### config.mk
export PLATFORM = sky130hd
export DESIGN_NAME = mips_mc_control_fsm
export DESIGN_NICKNAME = d
export VERILOG_FILES = /design/src/rtl/mips_mc_control_fsm.sv
export SDC_FILE = /design/constraint.sdc
export NUM_CORES = 1
export LEC_CHECK = 0
export ABC_CLOCK_PERIOD_IN_PS = 2200
export CAP_MARGIN = 25
export CORE_MARGIN = 4
export CORE_UTILIZATION = 47
export DETAILED_ROUTE_END_ITERATION = 10
export GPL_TIMING_DRIVEN = 0
export HOLD_SLACK_MARGIN = 0.06
export PLACE_DENSITY = 0.89
export SYNTH_ARGS = -nofsm -noshare
export SYNTH_HDL_FRONTEND = slang
export SYNTH_SLANG_ARGS = --single-unit
### constraint.sdc
create_clock -name clk -period 2.2 [get_ports clk]
set_input_delay 0.33 -clock clk [delete_from_list [all_inputs] [get_ports clk]]
set_output_delay 0.33 -clock clk [all_outputs]
set_load 0.01 [all_outputs]
### src/rtl/mips_mc_control_fsm.sv
// -----------------------------------------------------------------------------
// mips_mc_control_fsm
//   Main control unit for a multi-cycle MIPS datapath. It is a Moore FSM that
//   decodes op/funct from the instruction register and sequences each
//   instruction over 3 to 5 cycles. It drives the unified instruction/data
//   memory strobes, the IR/PC/register-file enables, and the ALU and mux
//   selects. It also keeps a count of retired instructions and a sticky flag
//   that records any illegal opcode or illegal funct.
//
// Ports
//   clk          rising-edge clock
//   rst          asynchronous, active-high reset
//   op, funct    instr[31:26] and instr[5:0] from the IR
//   zero         ALU zero flag, used for the beq compare
//   pc_en        PC write enable = pc_write | (branch & zero)
//   iord         memory address select: 0 = PC, 1 = ALUOut
//   mem_we       memory write enable (data half)
//   mem_re       memory read select: 0 = instruction half, 1 = data half
//   ir_write     instruction register load
//   reg_dst      register-file write address: 0 = rt, 1 = rd
//   mem_to_reg   register-file write data: 0 = ALUOut, 1 = MDR
//   reg_write    register-file write enable
//   alu_src_a    0 = PC, 1 = rs
//   alu_src_b    00 = rt, 01 = constant 1, 10/11 = SignImm
//   alu_ctrl     010 add, 110 sub, 000 and, 001 or, 111 slt
//   pc_src       00 = ALUResult, 01 = ALUOut, 10 = jump target
//   state        current state encoding (debug)
//   retired_cnt  instructions completed since reset (wraps)
//   illegal      sticky flag: unknown op or unknown R-type funct seen
// -----------------------------------------------------------------------------
module mips_mc_control_fsm #(
  parameter int CNT_W = 32
) (
  input  logic             clk,
  input  logic             rst,
  input  logic [5:0]       op,
  input  logic [5:0]       funct,
  input  logic             zero,
  output logic             pc_en,
  output logic             iord,
  output logic             mem_we,
  output logic             mem_re,
  output logic             ir_write,
  output logic             reg_dst,
  output logic             mem_to_reg,
  output logic             reg_write,
  output logic             alu_src_a,
  output logic [1:0]       alu_src_b,
  output logic [2:0]       alu_ctrl,
  output logic [1:0]       pc_src,
  output logic [3:0]       state,
  output logic [CNT_W-1:0] retired_cnt,
  output logic             illegal
);

  localparam logic [5:0] OP_RTYPE = 6'b000000;
  localparam logic [5:0] OP_LW    = 6'b100011;
  localparam logic [5:0] OP_SW    = 6'b101011;
  localparam logic [5:0] OP_BEQ   = 6'b000100;
  localparam logic [5:0] OP_ADDI  = 6'b001000;
  localparam logic [5:0] OP_J     = 6'b000010;

  localparam logic [2:0] ALU_ADD = 3'b010;
  localparam logic [2:0] ALU_SUB = 3'b110;
  localparam logic [2:0] ALU_AND = 3'b000;
  localparam logic [2:0] ALU_OR  = 3'b001;
  localparam logic [2:0] ALU_SLT = 3'b111;

  typedef enum logic [3:0] {
    S_FETCH  = 4'd0,
    S_DECODE = 4'd1,
    S_MEMADR = 4'd2,
    S_MEMRD  = 4'd3,
    S_MEMWB  = 4'd4,
    S_MEMWR  = 4'd5,
    S_EXEC   = 4'd6,
    S_ALUWB  = 4'd7,
    S_BRANCH = 4'd8,
    S_ADDIEX = 4'd9,
    S_ADDIWB = 4'd10,
    S_JUMP   = 4'd11
  } state_t;

  state_t     state_q;
  state_t     state_d;
  logic       op_ok;
  logic       funct_ok;
  logic [2:0] funct_alu;
  logic       retire;
  logic       pc_write;
  logic       branch;
  logic       mem_we_raw;
  logic       ir_write_raw;
  logic       reg_write_raw;

  // Opcode legality.
  always_comb begin
    // NOTE: every signal driven in a combinational block gets a default first,
    // otherwise a path that skips the assignment infers a latch.
    op_ok = 1'b0;
    case (op)
      OP_RTYPE, OP_LW, OP_SW, OP_BEQ, OP_ADDI, OP_J: op_ok = 1'b1;
      default:                                       op_ok = 1'b0;
    endcase
  end

  // R-type funct map; an unknown funct still executes, as an add.
  always_comb begin
    funct_alu = ALU_ADD;
    funct_ok  = 1'b1;
    case (funct)
      6'b100000: funct_alu = ALU_ADD;
      6'b100010: funct_alu = ALU_SUB;
      6'b100100: funct_alu = ALU_AND;
      6'b100101: funct_alu = ALU_OR;
      6'b101010: funct_alu = ALU_SLT;
      default:   funct_ok  = 1'b0;
    endcase
  end

  // Next-state logic. Unused encodings 12-15 fall through to FETCH.
  always_comb begin
    state_d = S_FETCH;
    case (state_q)
      S_FETCH:  state_d = S_DECODE;
      S_DECODE: begin
        case (op)
          OP_LW, OP_SW: state_d = S_MEMADR;
          OP_RTYPE:     state_d = S_EXEC;
          OP_BEQ:       state_d = S_BRANCH;
          OP_ADDI:      state_d = S_ADDIEX;
          OP_J:         state_d = S_JUMP;
          default:      state_d = S_FETCH;
        endcase
      end
      S_MEMADR: state_d = (op == OP_SW) ? S_MEMWR : S_MEMRD;
      S_MEMRD:  state_d = S_MEMWB;
      S_EXEC:   state_d = S_ALUWB;
      S_ADDIEX: state_d = S_ADDIWB;
      default:  state_d = S_FETCH;
    endcase
  end

  // Moore output decode: unlisted fields stay 0 in every state.
  always_comb begin
    pc_write      = 1'b0;
    branch        = 1'b0;
    iord          = 1'b0;
    mem_we_raw    = 1'b0;
    mem_re        = 1'b0;
    ir_write_raw  = 1'b0;
    reg_dst       = 1'b0;
    mem_to_reg    = 1'b0;
    reg_write_raw = 1'b0;
    alu_src_a     = 1'b0;
    alu_src_b     = 2'b00;
    alu_ctrl      = 3'b000;
    pc_src        = 2'b00;
    retire        = 1'b0;
    case (state_q)
      S_FETCH: begin
        ir_write_raw = 1'b1;
        alu_src_b    = 2'b01;
        alu_ctrl     = ALU_ADD;
        pc_write     = 1'b1;
      end
      S_DECODE: begin
        alu_src_b = 2'b11;
        alu_ctrl  = ALU_ADD;
      end
      S_MEMADR: begin
        alu_src_a = 1'b1;
        alu_src_b = 2'b10;
        alu_ctrl  = ALU_ADD;
      end
      S_MEMRD: begin
        iord   = 1'b1;
        mem_re = 1'b1;
      end
      S_MEMWB: begin
        mem_to_reg    = 1'b1;
        reg_write_raw = 1'b1;
        retire        = 1'b1;
      end
      S_MEMWR: begin
        iord       = 1'b1;
        mem_re     = 1'b1;
        mem_we_raw = 1'b1;
        retire     = 1'b1;
      end
      S_EXEC: begin
        alu_src_a = 1'b1;
        alu_ctrl  = funct_alu;
      end
      S_ALUWB: begin
        reg_dst       = 1'b1;
        reg_write_raw = 1'b1;
        retire        = 1'b1;
      end
      S_BRANCH: begin
        alu_src_a = 1'b1;
        alu_ctrl  = ALU_SUB;
        pc_src    = 2'b01;
        branch    = 1'b1;
        retire    = 1'b1;
      end
      S_ADDIEX: begin
        alu_src_a = 1'b1;
        alu_src_b = 2'b10;
        alu_ctrl  = ALU_ADD;
      end
      S_ADDIWB: begin
        reg_write_raw = 1'b1;
        retire        = 1'b1;
      end
      S_JUMP: begin
        pc_src   = 2'b10;
        pc_write = 1'b1;
        retire   = 1'b1;
      end
      default: ;
    endcase
  end

  // Reset forces FETCH, whose own decode would raise ir_write and pc_en;
  // the enables are gated so nothing is written while rst is held.
  assign pc_en     = (pc_write | (branch & zero)) & ~rst;
  assign mem_we    = mem_we_raw & ~rst;
  assign ir_write  = ir_write_raw & ~rst;
  assign reg_write = reg_write_raw & ~rst;
  assign state     = state_q;

  always_ff @(posedge clk or posedge rst) begin
    if (rst) begin
      state_q     <= S_FETCH;
      retired_cnt <= '0;
      illegal     <= 1'b0;
    end else begin
      // NOTE: sequential state uses non-blocking assignments so every register
      // samples the values from before this edge, independent of statement order.
      state_q <= state_d;
      if (retire)
        retired_cnt <= retired_cnt + CNT_W'(1);
      if ((state_q == S_DECODE && !op_ok) || (state_q == S_EXEC && !funct_ok))
        illegal <= 1'b1;
    end
  end

endmodule

* After elaboration in Yosys (flattened, before gate mapping)
Index checks and enable logic that the tools add are counted.
** Storage, ports and cells
- Flip-flop bits (word level) :: 37
- Output and inout bits :: 53
- Word-level logic and storage cells :: 68
** Operators by class
- Add/sub/neg operators :: 1
- Equality and inequality tests :: 21
- Mux-type cells :: 19
- Bitwise logic cells :: 7
- Reductions and logical operators :: 17
** Operators by type and width (number)
- == test 6 bit (second input constant) :: 7
- adder 32 x 1 -> 32 bit (second input constant) :: 1
- one-hot mux 4 bit (6 select lines) :: 1
- one-hot mux 4 bit (5 select lines) :: 1
- == test 4 x 3 -> 1 bit (second input constant) :: 4
- == test 4 bit (second input constant) :: 4
- two-way mux 1 bit :: 12
- one-hot mux 3 bit (4 select lines) :: 1
- OR reduction 6 bit :: 2
- one-hot mux 3 bit (3 select lines) :: 1
- == test 4 x 2 -> 1 bit (second input constant) :: 2
- OR reduction 2 bit :: 4
- OR reduction 4 bit :: 2
- == test 6 x 2 -> 1 bit (second input constant) :: 1
- == test 6 x 3 -> 1 bit (second input constant) :: 1
- == test 6 x 4 -> 1 bit (second input constant) :: 1
- logical NOT 6 bit :: 1
- one-hot mux 2 bit (3 select lines) :: 1
- AND 1 bit :: 5
- OR reduction 5 bit :: 1
- == test 4 x 1 -> 1 bit (second input constant) :: 1
- logical NOT 4 bit :: 1
- one-hot mux 2 bit (2 select lines) :: 1
- two-way mux 3 bit :: 1
- 6 further kinds :: 8

* Logic depth before layout (Yosys ltp)
- Depth after elaboration :: 6
- Gate-level depth with buffers :: 7

* Worst setup path after synthesis
OpenSTA, ideal clock, no wires.
- Path kind :: reg-to-output
- From :: reg state_q[2] (netlist: state[2])
- To :: out pc_en
- Arrival time :: 1537 ps
- Data required time :: 1870 ps
- Path slack :: 333 ps
- Cell stages (with the launch flop) :: 5
- Buffers on the path :: 1
- Path through :: dfrtp_1 buf_4 or2_2 nor4_1 o21bai_1
** Between the ends
- Word-level cells in the longest chain between the ends :: 5
- Elaborated cells between the ends (all ways) :: 9
- Those cells by class :: eq/ne: 2; mux: 2; bitwise: 3; reduce/logical: 2
** Ends and longest elaborated chain
- start: declaration :: RTL line 84 : state_t state_q;
- start signal: assignment :: RTL line 241 : state_q <= state_d;
- == test 4 bit / logical NOT 4 bit (equally long branches) :: RTL line 160 : case (state_q)
- OR reduction 2 bit (no line) / two-way mux 1 bit (equally long branches)
- two-way mux 1 bit / AND 1 bit (equally long branches) :: RTL line 160, 227
- OR 1 bit * :: RTL line 227 : assign pc_en = (pc_write | (branch & zero)) & ~rst;
- AND 1 bit * :: RTL line 227
- end: declaration :: RTL line 39 : output logic pc_en,
Mark *: on every way between the ends. The rest lies on a longest branch, timed or not.

* Worst setup path after layout
- From :: reg state_q[2] (netlist: state[2])
- To :: out alu_ctrl[2]
** Between the ends
- Word-level cells in the longest chain between the ends :: 3
- Elaborated cells between the ends (all ways) :: 8
- Those cells by class :: eq/ne: 5; mux: 1; reduce/logical: 2
** Ends and longest elaborated chain
- == test 4 x 1 -> 1 bit, or another cell as far along :: RTL line 160
- OR reduction 4 bit (no line)
- one-hot mux 3 bit (3 select lines) * :: RTL line 160
- end: declaration :: RTL line 49 : output logic [2:0] alu_ctrl,
Marks and branches as above.

==> impl_metrics.json <==
{
  "setup_viol": 0,
  "vias": 2015,
  "synth_top_area_share_pct": 42.80,
  "drive_gt1_share_pct": 16.17,
  "tightest_slew_ps": 387.3,
  "synth_common_cells": "dfrtp_1, nor2_1, xor2_1",
  "io_pins": 68,
  "synth-edff-count": 0,
  "hp-class": "reg2reg",
  "syn_inst": 224,
  "grt_use_total_pct": 20.32,
  "postLayoutCellArea_mm2": 0.003100,
  "numPortBuffers": 67,
  "r2r_start": "retired_cnt[0]$_DFFE_PP0P_",
  "period_share_pct": 95.36,
  "ctsHoldBuffers": 0,
  "avgSynthCellArea_um2": 9.658,
  "num_rows": 24,
  "cp-end-kind": "output pin",
  "yosysWarnings": 0,
  "hold_end": "retired_cnt[31]$_DFFE_PP0P_",
  "hold_violations": 0,
  "netlist.top_cell.by_area": "dfrtp_1",
  "synth_nets": 240,
  "async_flop_share_pct": 100.0,
  "reg2reg_depth": 6,
  "die_h_um": 75.85,
  "ys.flop_type": "dfrtp_1",
  "hold_start": "retired_cnt[31]$_DFFE_PP0P_",
  "rrSetupSlack_ps": 350,
  "viasPerCell": 5.676,
  "clk_latency_ps": 290,
  "seq_area_frac_synth_pct": 42.80,
  "min_path_cells": 1,
  "clock_path_buffers": 2,
  "drt_iter0_drc": 89,
  "diodes": 0,
  "die_area_mm2": 0.005752,
  "num-nets-final": 318,
  "crit_arrival_ps": 1770,
  "rr_endpoint": "retired_cnt[26]$_DFFE_PP0P_",
  "grt_pass1_wl_um": 8914,
  "die_x_um": 75.85,
  "routedWlPerCell_um": 15.91,
  "hpwlAfterDp_um": 4023,
  "drcViolationCount": 0,
  "fmax_ghz": 0.4767,
  "area_growth_pct": 43.32,
  "yosys-top-cells-area": "dfrtp_1, xor2_1, nor2_1",
  "crit_start": "state[2]$_DFF_PP0_",
  "cts_tree": "yes",
  "slew_headroom_pct": 73.94,
  "status": "finished, final reports clean",
  "final_util_pct": 70.24,
  "core_mm2": 0.004414,
  "clkSinkCount": 37,
  "first_pass_iters": 4,
  "ant_nets": 0,
  "grt_setup_unrepaired": "false",
  "vdd_ir_drop_max_mv": 0.4865,
  "grt_max_degree": 39,
  "cts-root-buf": "clkbuf_8",
  "grt-ovfl-total": 0,
  "synth_area_mm2": 0.002163,
  "critPathLaunchType": "register",
  "slew_violations": 0,
  "path_clk_slew_ps": 80,
  "crit_fanout": 10,
  "finClkSkew_ps": 7.619,
  "min_period_ps": 2098,
  "gp_congestion": 0.9057,
  "drv_cap": 0,
  "synth.most_common_cell": "dfrtp_1",
  "leakage_nw": 1.398,
  "wirelength_um": 5649,
  "synth.distinct_cells": 45,
  "placed_area_mm2": 0.002899,
  "grt_pass1_vias": 1970,
  "numCtsBuffers": 5,
  "antenna_found_initial": 0,
  "required_ps": 1870,
  "synth_seq_cells": 37,
  "start_util_pct": 49.01,
  "cellPowerDensity_mw_per_mm2": 695.9,
  "h-tree-depth": 2,
  "critical_path_class": "reg2out"
}
==> worst max-delay path by stage <==
| stage | slack, ps | cells past startpoint | end |
|---|---|---|---|
| floorplan | 330 | 4 | pc_en |
| global placement | -800 | 4 | reg_write |
| global route | 7 | 5 | alu_ctrl[2] |
| CTS | 9 | 5 | alu_ctrl[0] |
| finish | 100 | 5 | alu_ctrl[2] |
| detailed placement | -360 | 4 | reg_write |
==> layout make-up <==
type                            count  area, µm²
Fill cell                         354       1314
Sequential cell                    37      928.4
Clock buffer                        6      72.57
Clock inverter                      2      10.01
Multi-Input combinational cell    172       1204
Buffer                              8      68.82
Inverter                            7      52.55
Tap cell                           52      65.06
Timing Repair Buffer               71      699.4
==> cell families after synthesis <==
family          synth area share, %
compound gates                6.882
xor+xnor                      13.76
fa+ha+maj                    0.5783
buf+inv                       3.470
flops                         42.80
mux                          0.9832
simple gates                  31.52
==> state kept, by name, indices dropped and copies added (netlist names) <==
register and count:
illegal 1, retired_cnt 32, state 4
==> layer usage <==
layer	up-vias	global-route usage, %	wire length, µm
met1	986	23.24	2226
li1	936	-	-
met3	15	7.652	438
met4	0	7.767	125
met2	78	34.32	2858
met5	-	0	0
==> timing repair <==
action                                  in CTS  in global routing
endpoints found under the setup margin      12                  8
resized for setup                           26                 13
buffers inserted                             1                  3
pin swaps                                    0                  1
==> per-stage QoR <==
stage / TNS [ps] / cells / power, mW / setup WS [ps] / hold WS, ps
2_1_floorplan: 0 / 224 / 1.261 / 332.6 / 503.9
3_3_place_gp: -1053 / 343 / 1.630 / -801.8 / 454.7
3_5_place_dp: -662.7 / 343 / 1.651 / -359.3 / 461.6
4_1_cts: 0 / 352 / 2.141 / 9.118 / 472.0
5_1_grt: 0 / 355 / 2.275 / 7.260 / 499.8
6_report: 0 / 355 / 2.157 / 102.1 / 467.4
==> worst max-delay path, cell delays in order, from the launching register on <==
cell,delay (ps)
dfrtp_1,410
buf_6,160
or2b_4,280
nor3_4,220
o21bai_1,140
clkdlybuf4s15_1,270
==> layout by cell type (no fill, tap or decap), drive strengths merged, types with 5 or more instances in the layout <==
cell / instances
dfrtp: 37
xnor2: 11
nor2: 26
nor3: 17
nand2: 16
nor4: 7
nand4: 16
a21oi: 7
nand3: 11
clkdlybuf4s50: 53
dlymetal6s2s: 5
dlygate4sd2: 7
o21ai: 8
inv: 6
xor2: 23
buf: 10
nand2b: 5
clkbuf: 9
==> power breakdown <==
group          total [mW]  leakage (nW)  internal (mW)  switching, mW
sequential          0.810         0.500          0.738         0.0717
combinational       0.885         0.853          0.432          0.452
clock               0.463        0.0450          0.220          0.244
Power figures use the tool's default switching activity.
